==> src/rtl/core_pkg.sv <==
`default_nettype none
// ============================================================================
// Module   : core_pkg
// Brief    : Shared RV32I core types and constants (fetch FSM, instr fields).
// Revision : 1.0
// ============================================================================
package core_pkg;

    localparam logic [31:0] c_reset_pc = 32'h0000_0000;

    typedef enum logic [0:0] {
        ST_REQ  = 1'b0,
        ST_WAIT = 1'b1
    } fetch_state_t;

    // Instruction field positions, shared with the control decoder
    localparam int c_op_lsb = 0;
    localparam int c_op_msb = 6;
    localparam int c_f3_lsb = 12;
    localparam int c_f3_msb = 14;
    localparam int c_f7_lsb = 25;
    localparam int c_f7_msb = 31;

endpackage
`default_nettype wire

==> src/rtl/if_fetch_unit_if.sv <==
`default_nettype none
// ============================================================================
// Module   : if_fetch_unit_if
// Brief    : Fetch unit bus bundle: imem request/response, redirect, decode.
// Revision : 1.0
// ============================================================================
interface if_fetch_unit_if;

    logic        imem_req_valid;
    logic        imem_req_ready;
    logic [31:0] imem_req_addr;
    logic        imem_resp_valid;
    logic [31:0] imem_resp_data;
    logic        redirect_valid;
    logic [31:0] redirect_pc;
    logic        id_valid;
    logic        id_ready;
    logic [31:0] id_instr;
    logic [31:0] id_pc;
    logic [6:0]  id_op;
    logic [2:0]  id_funct3;
    logic [6:0]  id_funct7;

    modport master (
        output imem_req_valid, imem_req_addr,
        input  imem_req_ready, imem_resp_valid, imem_resp_data,
        input  redirect_valid, redirect_pc,
        output id_valid, id_instr, id_pc, id_op, id_funct3, id_funct7,
        input  id_ready
    );

    modport slave (
        input  imem_req_valid, imem_req_addr,
        output imem_req_ready, imem_resp_valid, imem_resp_data,
        output redirect_valid, redirect_pc,
        input  id_valid, id_instr, id_pc, id_op, id_funct3, id_funct7,
        output id_ready
    );

endinterface
`default_nettype wire

==> src/rtl/if_fifo.sv <==
`default_nettype none
// ============================================================================
// Module   : if_fifo
// Brief    : Synchronous fetch buffer FIFO with flush; head read from storage.
// Revision : 1.0
// ============================================================================
module if_fifo #(
    parameter int DEPTH = 2,
    parameter int WIDTH = 64
) (
    input  wire logic                   clk,
    input  wire logic                   rstn,
    input  wire logic                   i_push,
    input  wire logic [WIDTH-1:0]       i_push_data,
    input  wire logic                   i_pop,
    input  wire logic                   i_flush,
    output logic [WIDTH-1:0]            o_head_data,
    output logic [$clog2(DEPTH):0]      o_count,
    output logic                        o_full,
    output logic                        o_empty
);

    localparam int c_aw = $clog2(DEPTH);
    localparam int c_cw = c_aw + 1;
    localparam logic [c_cw-1:0] c_depth = c_cw'(DEPTH);

    logic [WIDTH-1:0] r_mem [DEPTH];
    logic [c_aw-1:0]  r_wr_ptr;
    logic [c_aw-1:0]  r_rd_ptr;
    logic [c_cw-1:0]  r_count;
    logic             w_do_push;
    logic             w_do_pop;

    assign o_full      = (r_count == c_depth);
    assign o_empty     = (r_count == '0);
    assign o_count     = r_count;
    assign o_head_data = r_mem[r_rd_ptr];
    assign w_do_push   = i_push & ~o_full;
    assign w_do_pop    = i_pop & ~o_empty;

    always_ff @(posedge clk) begin
        if (!rstn) begin
            r_wr_ptr <= '0;
            r_rd_ptr <= '0;
            r_count  <= '0;
            for (int i = 0; i < DEPTH; i++) begin
                r_mem[i] <= '0;
            end
        end else if (i_flush) begin
            r_wr_ptr <= '0;
            r_rd_ptr <= '0;
            r_count  <= '0;
        end else begin
            if (w_do_push) begin
                r_mem[r_wr_ptr] <= i_push_data;
                r_wr_ptr        <= r_wr_ptr + 1'b1;
            end
            if (w_do_pop) begin
                r_rd_ptr <= r_rd_ptr + 1'b1;
            end
            r_count <= r_count + {{(c_cw-1){1'b0}}, w_do_push}
                               - {{(c_cw-1){1'b0}}, w_do_pop};
        end
    end

endmodule
`default_nettype wire

==> src/rtl/if_fetch_unit.sv <==
`default_nettype none
// ============================================================================
// Module   : if_fetch_unit
// Brief    : RV32I instruction fetch front end with redirect and fetch buffer.
// Revision : 1.0
// ============================================================================
module if_fetch_unit
    import core_pkg::*;
#(
    parameter logic [31:0] RESET_PC   = c_reset_pc,
    parameter int          FIFO_DEPTH = 2
) (
    input  wire logic       clk,
    input  wire logic       rstn,
    if_fetch_unit_if.master bus
);

    localparam int c_cw = $clog2(FIFO_DEPTH) + 1;
    localparam logic [c_cw-1:0] c_depth = c_cw'(FIFO_DEPTH);

    fetch_state_t    r_state;
    logic [31:0]     r_fetch_pc;
    logic [31:0]     r_req_pc;
    logic            r_req_valid;
    logic            r_discard;

    logic            w_redirect;
    logic            w_req_fire;
    logic            w_push;
    logic            w_pop;
    logic            w_space_next;
    logic            w_fifo_full;
    logic            w_fifo_empty;
    logic [c_cw-1:0] w_count;
    logic [c_cw-1:0] w_count_next;
    logic [31:0]     w_target;
    logic [63:0]     w_head;

    assign w_redirect   = bus.redirect_valid;
    assign w_target     = bus.redirect_pc & ~32'h3;
    assign w_req_fire   = r_req_valid & bus.imem_req_ready;
    // Wrong-path responses and anything arriving alongside a redirect are dropped
    assign w_push       = (r_state == ST_WAIT) & bus.imem_resp_valid & ~r_discard
                          & ~w_redirect & ~w_fifo_full;
    assign w_pop        = ~w_fifo_empty & bus.id_ready & ~w_redirect;
    assign w_count_next = w_count + {{(c_cw-1){1'b0}}, w_push}
                                  - {{(c_cw-1){1'b0}}, w_pop};
    assign w_space_next = (w_count_next < c_depth);

    if_fifo #(
        .DEPTH (FIFO_DEPTH),
        .WIDTH (64)
    ) u_fifo (
        .clk         (clk),
        .rstn        (rstn),
        .i_push      (w_push),
        .i_push_data ({r_req_pc, bus.imem_resp_data}),
        .i_pop       (w_pop),
        .i_flush     (w_redirect),
        .o_head_data (w_head),
        .o_count     (w_count),
        .o_full      (w_fifo_full),
        .o_empty     (w_fifo_empty)
    );

    always_ff @(posedge clk) begin
        if (!rstn) begin
            r_state     <= ST_REQ;
            r_fetch_pc  <= RESET_PC;
            r_req_pc    <= RESET_PC;
            r_req_valid <= 1'b0;
            r_discard   <= 1'b0;
        end else if (w_redirect) begin
            r_fetch_pc <= w_target;
            if (r_state == ST_REQ) begin
                if (w_req_fire) begin
                    r_state     <= ST_WAIT;
                    r_req_pc    <= r_fetch_pc;
                    r_req_valid <= 1'b0;
                    r_discard   <= 1'b1;
                end else begin
                    // FIFO is flushed this edge, so there is always room
                    r_req_valid <= 1'b1;
                end
            end else if (bus.imem_resp_valid) begin
                r_state     <= ST_REQ;
                r_req_valid <= 1'b1;
                r_discard   <= 1'b0;
            end else begin
                r_discard <= 1'b1;
            end
        end else if (r_state == ST_REQ) begin
            if (w_req_fire) begin
                r_state     <= ST_WAIT;
                r_req_pc    <= r_fetch_pc;
                r_fetch_pc  <= r_fetch_pc + 32'd4;
                r_req_valid <= 1'b0;
            end else begin
                r_req_valid <= w_space_next;
            end
        end else if (bus.imem_resp_valid) begin
            r_state     <= ST_REQ;
            r_discard   <= 1'b0;
            r_req_valid <= w_space_next;
        end
    end

    assign bus.imem_req_valid = r_req_valid;
    assign bus.imem_req_addr  = r_fetch_pc;
    assign bus.id_valid       = ~w_fifo_empty;
    assign bus.id_instr       = w_head[31:0];
    assign bus.id_pc          = w_head[63:32];
    assign bus.id_op          = w_head[c_op_msb:c_op_lsb];
    assign bus.id_funct3      = w_head[c_f3_msb:c_f3_lsb];
    assign bus.id_funct7      = w_head[c_f7_msb:c_f7_lsb];

endmodule
`default_nettype wire

==> src/flat_wrapper.sv <==
// flat-port wrapper written by rule: the top's interface ports become plain ports
module if_fetch_unit_flat import core_pkg::*;
#(
    parameter logic [31:0] RESET_PC   = c_reset_pc,
    parameter int          FIFO_DEPTH = 2
)
  (clk, rstn, bus_imem_req_valid, bus_imem_req_addr, bus_imem_req_ready, bus_imem_resp_valid, bus_imem_resp_data, bus_redirect_valid, bus_redirect_pc, bus_id_valid, bus_id_instr, bus_id_pc, bus_id_op, bus_id_funct3, bus_id_funct7, bus_id_ready);
  if_fetch_unit_if bus_i ();
  input  wire logic clk;
  input  wire logic rstn;
  output wire logic [$bits(bus_i.imem_req_valid)-1:0] bus_imem_req_valid;
  output wire logic [$bits(bus_i.imem_req_addr)-1:0] bus_imem_req_addr;
  input wire logic [$bits(bus_i.imem_req_ready)-1:0] bus_imem_req_ready;
  input wire logic [$bits(bus_i.imem_resp_valid)-1:0] bus_imem_resp_valid;
  input wire logic [$bits(bus_i.imem_resp_data)-1:0] bus_imem_resp_data;
  input wire logic [$bits(bus_i.redirect_valid)-1:0] bus_redirect_valid;
  input wire logic [$bits(bus_i.redirect_pc)-1:0] bus_redirect_pc;
  output wire logic [$bits(bus_i.id_valid)-1:0] bus_id_valid;
  output wire logic [$bits(bus_i.id_instr)-1:0] bus_id_instr;
  output wire logic [$bits(bus_i.id_pc)-1:0] bus_id_pc;
  output wire logic [$bits(bus_i.id_op)-1:0] bus_id_op;
  output wire logic [$bits(bus_i.id_funct3)-1:0] bus_id_funct3;
  output wire logic [$bits(bus_i.id_funct7)-1:0] bus_id_funct7;
  input wire logic [$bits(bus_i.id_ready)-1:0] bus_id_ready;
  assign bus_imem_req_valid = bus_i.imem_req_valid;
  assign bus_imem_req_addr = bus_i.imem_req_addr;
  assign bus_i.imem_req_ready = bus_imem_req_ready;
  assign bus_i.imem_resp_valid = bus_imem_resp_valid;
  assign bus_i.imem_resp_data = bus_imem_resp_data;
  assign bus_i.redirect_valid = bus_redirect_valid;
  assign bus_i.redirect_pc = bus_redirect_pc;
  assign bus_id_valid = bus_i.id_valid;
  assign bus_id_instr = bus_i.id_instr;
  assign bus_id_pc = bus_i.id_pc;
  assign bus_id_op = bus_i.id_op;
  assign bus_id_funct3 = bus_i.id_funct3;
  assign bus_id_funct7 = bus_i.id_funct7;
  assign bus_i.id_ready = bus_id_ready;
  if_fetch_unit #(.RESET_PC(RESET_PC), .FIFO_DEPTH(FIFO_DEPTH)) u_core (.clk(clk), .rstn(rstn), .bus(bus_i));
endmodule
==> config.mk <==
export PLATFORM = sky130hd
export DESIGN_NAME = if_fetch_unit_flat
export DESIGN_NICKNAME = d
export VERILOG_FILES = /design/src/rtl/core_pkg.sv /design/src/rtl/if_fetch_unit_if.sv /design/src/rtl/if_fifo.sv /design/src/rtl/if_fetch_unit.sv /design/src/flat_wrapper.sv
export SDC_FILE = /design/constraint.sdc
export NUM_CORES = 1
export LEC_CHECK = 0
export ABC_AREA = 1
export BUFFER_PORTS_ARGS = -buffer_cell sky130_fd_sc_hd__buf_4
export CORE_ASPECT_RATIO = 1.2
export CORE_UTILIZATION = 55
export DETAILED_ROUTE_END_ITERATION = 10
export HOLD_SLACK_MARGIN = 0.02
export PLACE_DENSITY = 0.91
export SLEW_MARGIN = 20
export SYNTH_ARGS = -nofsm -noshare
export SYNTH_HDL_FRONTEND = slang
export SYNTH_HIERARCHICAL = 1
export SYNTH_SLANG_ARGS = --single-unit
export TNS_END_PERCENT = 30
==> constraint.sdc <==
create_clock -name clk -period 7.2 [get_ports clk]
set_input_delay 0.36 -clock clk [delete_from_list [all_inputs] [get_ports clk]]
set_output_delay 0.36 -clock clk [all_outputs]
set_load 0.01 [all_outputs]
==> summary.txt <==
Status: finished, final reports clean
Max Root-Sink Buffers: 2
Crit path max fanout: 66
WL final: 20.2 mm
Post-synth top area share: 41.4%
Crit share post-route: 41.5%
Max Freq: 0.334 GHz
Min Clock Period, post-route: 2990 ps
Vias in the first global route: 6679
Type of origin of the critical path: flip-flop
P per Cell Area: 223 nW/um2
Clk slew on worst S/H paths: 70 ps
Post-Syn Area: 9270 um2
Cts-stage hold buffer count: 0
Die ar.: 17400 um2
VDD IR max: 0.181 mV
Max Cap Viol: 0
Proportion of layout cells with a drive suffix above 1: 31.0%
Final hold vios: 0
First-pass GRT wire length: 31.8 mm
CP Class: reg -> reg
Fin. max-slew vios: 0
Post-Synthesis Cells: 933
Synth-to-Final Area Change: 21.1%
Final Cell Area: 11200 um2
Required @ worst endpoint: 7250 ps
Crit end category: flip-flop
Drt wl/cell: 15.6 um
Slew @ Worst Pin: 869 ps
Post-CTS Resized: 0
Warnings, synthesis: 6
Hpwl dp: 13.3 mm
Insertion delay to the later sink of the worst-skew pair: 430 ps
Setup slack, reg-to-reg: 4210 ps
Pin count of the biggest net entering global routing: 67
Clock root cell: clkbuf_16
Hold path endpoint: u_core/bus.imem_req_addr[6]$_SDFFE_PN0P_
Sum Neg Setup Slack: 0 ps
Gpl congestion: 0.919
Core area: 16300 um2
RSZ-0062 raised after global routing: no
FF-to-FF path depth: 8
Pre-CTS setup slack: 4210 ps
Setup Skew: 6.45 ps
Worst Path Arrival: 3040 ps
Vias per cell: 5.36
Synth area leader: edfxtp_1
Synth top area cells: edfxtp_1, dfxtp_1, mux2_2
Number of diodes: 0
RR Endpoint: u_core/u_fifo/r_mem[0][26]$_SDFFCE_PN0P_
Antenna violations before repair: 0
Fillers: 1208
Cell variety after synth: 40
Hold_sp: bus_redirect_pc[6]
Flip-flop and latch count after synthesis: 196
Final Net Count: 1150
Seq/Total Area, Yosys: 56.1%
Worst min path class: in -> reg
TritonRoute pass-1 iters: 6
# IOs: 185
Die extent in y: 144 um
R2r startpoint: u_core/u_fifo/o_count[0]$_SDFF_PP0_
Final setup viols: 0
Grt total ovfl: 0
GRT Util Overall: 23.6%
Drt initial violations: 533
Final worst setup slack: 4210 ps
Routed Antenna Nets: 0
Initial Utilization: 56.8%
Max-slew headroom: 42.1%
CTS HTree Levels: 4
CTS tree: yes
Fin util: 68.8%
DP Area: 10600 um2
PortBufs: 180
Post-route DRC: 0
Clock sink total: 196
Die Wd: 121 um
Vias: 6968
Row count: 51
Final Power: 2500 uW
Pleak: 0.00460 uW
Hold Path Stages: 3
Num CTS Buffers: 17
Total setup buffers inserted after CTS: 0
Syn Area/Cell: 9.94 um2
per-stage QoR:
stage          hold slack (ps)  cells
4_1_cts                    144   1301
2_1_floorplan              440    936
3_3_place_gp               479   1269
3_5_place_dp               483   1269
6_report                   153   1301
5_1_grt                    161   1301
state kept, by name, indices dropped and copies added (netlist names), named ones only:
name	cells
u_core/u_fifo/r_rd_ptr	1
u_core/bus.imem_req_valid	1
u_core/r_state	1
u_core/r_discard	1
u_core/u_fifo/o_count	2
u_core/bus.imem_req_addr	30
u_core/r_req_pc	30
u_core/u_fifo/r_wr_ptr	1
u_core/u_fifo/r_mem	128
critical path: stages, from the launching register on:
cell	delay, ps
dfxtp_1	490
nor2_2	100
nor4_1	540
inv_1	110
nor2_2	150
nand2_2	50
buf_4	330
nand2_2	120
buf_4	680
logic make-up after synthesis:
group,count (synthesis),synth area share [%]
other cells,1,0.0404
simple gates,362,18.6
xor+xnor,15,1.42
compound gates,110,6.53
mux,64,7.77
fa+ha+maj,4,0.540
buf+inv,181,8.94
flops,196,56.1
layout make-up:
type | instances | area [um2] | area share (%)
sequential | 196 | 5210 | 46.3
tap | 212 | 265 | 2.36
clock buffer | 22 | 475 | 4.23
timing repair buffer | 187 | 1400 | 12.5
multi-input combinational | 559 | 3280 | 29.2
clock inverter | 10 | 168 | 1.49
inverter | 115 | 432 | 3.84
synthesized netlist by cell type, drive strengths merged:
cell,number
a21oi,43
a22oi,13
a31oi,4
and3,1
buf,52
clkbuf,14
conb,1
dfxtp,68
edfxtp,128
ha,4
inv,115
mux2,64
nand2,109
nand3,27
nand3b,4
nand4,3
nor2,148
nor3,68
nor3b,1
nor4,1
o211ai,1
o21ai,48
o221ai,1
xnor2,4
xor2,11
cell usage in the layout, fill, tap and decap left out, types with 2 or more instances in the layout:
cell | synthesis | layout
inv_4 | 0 | 2
xnor2_1 | 4 | 4
nand2_2 | 7 | 9
dfxtp_1 | 68 | 67
inv_1 | 107 | 107
a21oi_2 | 2 | 2
nor2_4 | 8 | 8
o21ai_1 | 3 | 2
inv_6 | 0 | 3
nor3_2 | 12 | 12
nand3_2 | 3 | 4
a22oi_1 | 13 | 13
buf_4 | 27 | 187
ha_1 | 4 | 4
o21ai_0 | 44 | 43
clkbuf_16 | 0 | 18
bufinv_16 | 0 | 4
mux2_2 | 64 | 64
nand2_4 | 3 | 3
nand3b_1 | 4 | 4
nand3_1 | 23 | 22
clkbuf_1 | 14 | 3
xor2_1 | 11 | 11
nor2_2 | 6 | 6
a21oi_1 | 41 | 41
nand4_1 | 3 | 3
edfxtp_1 | 128 | 128
inv_2 | 8 | 8
nor3_1 | 56 | 56
nor2_1 | 133 | 133
a31oi_1 | 4 | 4
conb_1 | 1 | 4
nand2_1 | 99 | 97
o21ai_4 | 0 | 2
report_power, final:
| group | leakage, uW | switching, uW | internal, uW |
|---|---|---|---|
| combinational | 0.00240 | 117 | 93.0 |
| sequential | 0.00188 | 34.4 | 1240 |
| clock | 0.000316 | 398 | 617 |
worst max path at each step:
stage	startpoint	endpoint	slack [ps]	cells after the start
final	u_core/u_fifo/o_count[0]$_SDFF_PP0_	u_core/u_fifo/r_mem[0][26]$_SDFFCE_PN0P_	4210	8
after global routing	u_core/u_fifo/o_count[0]$_SDFF_PP0_	u_core/u_fifo/r_mem[0][26]$_SDFFCE_PN0P_	4000	8
after CTS	u_core/u_fifo/o_count[0]$_SDFF_PP0_	u_core/u_fifo/r_mem[0][2]$_SDFFCE_PN0P_	4180	8
after detailed placement	u_core/u_fifo/o_count[0]$_SDFF_PP0_	u_core/u_fifo/r_mem[0][12]$_SDFFCE_PN0P_	4210	8
after global placement	bus_redirect_valid	u_core/u_fifo/r_mem[0][32]$_SDFFCE_PN0P_	4220	8
after floorplan	bus_redirect_valid	u_core/u_fifo/r_mem[1][0]$_SDFFCE_PN0P_	970	5
metal layers:
metal  global-route usage, %  part of all wire (%)  vias up  wire length, um
li1                        -                     -     3382                -
met3                    3.71                   5.7       32             1150
met2                    41.9                    51      261            10300
met5                       0                     0        -                0
met4                    8.38                   1.9        0              390
met1                    29.1                    41     3293             8360
No activity file was read; power rests on OpenSTA's default activity.
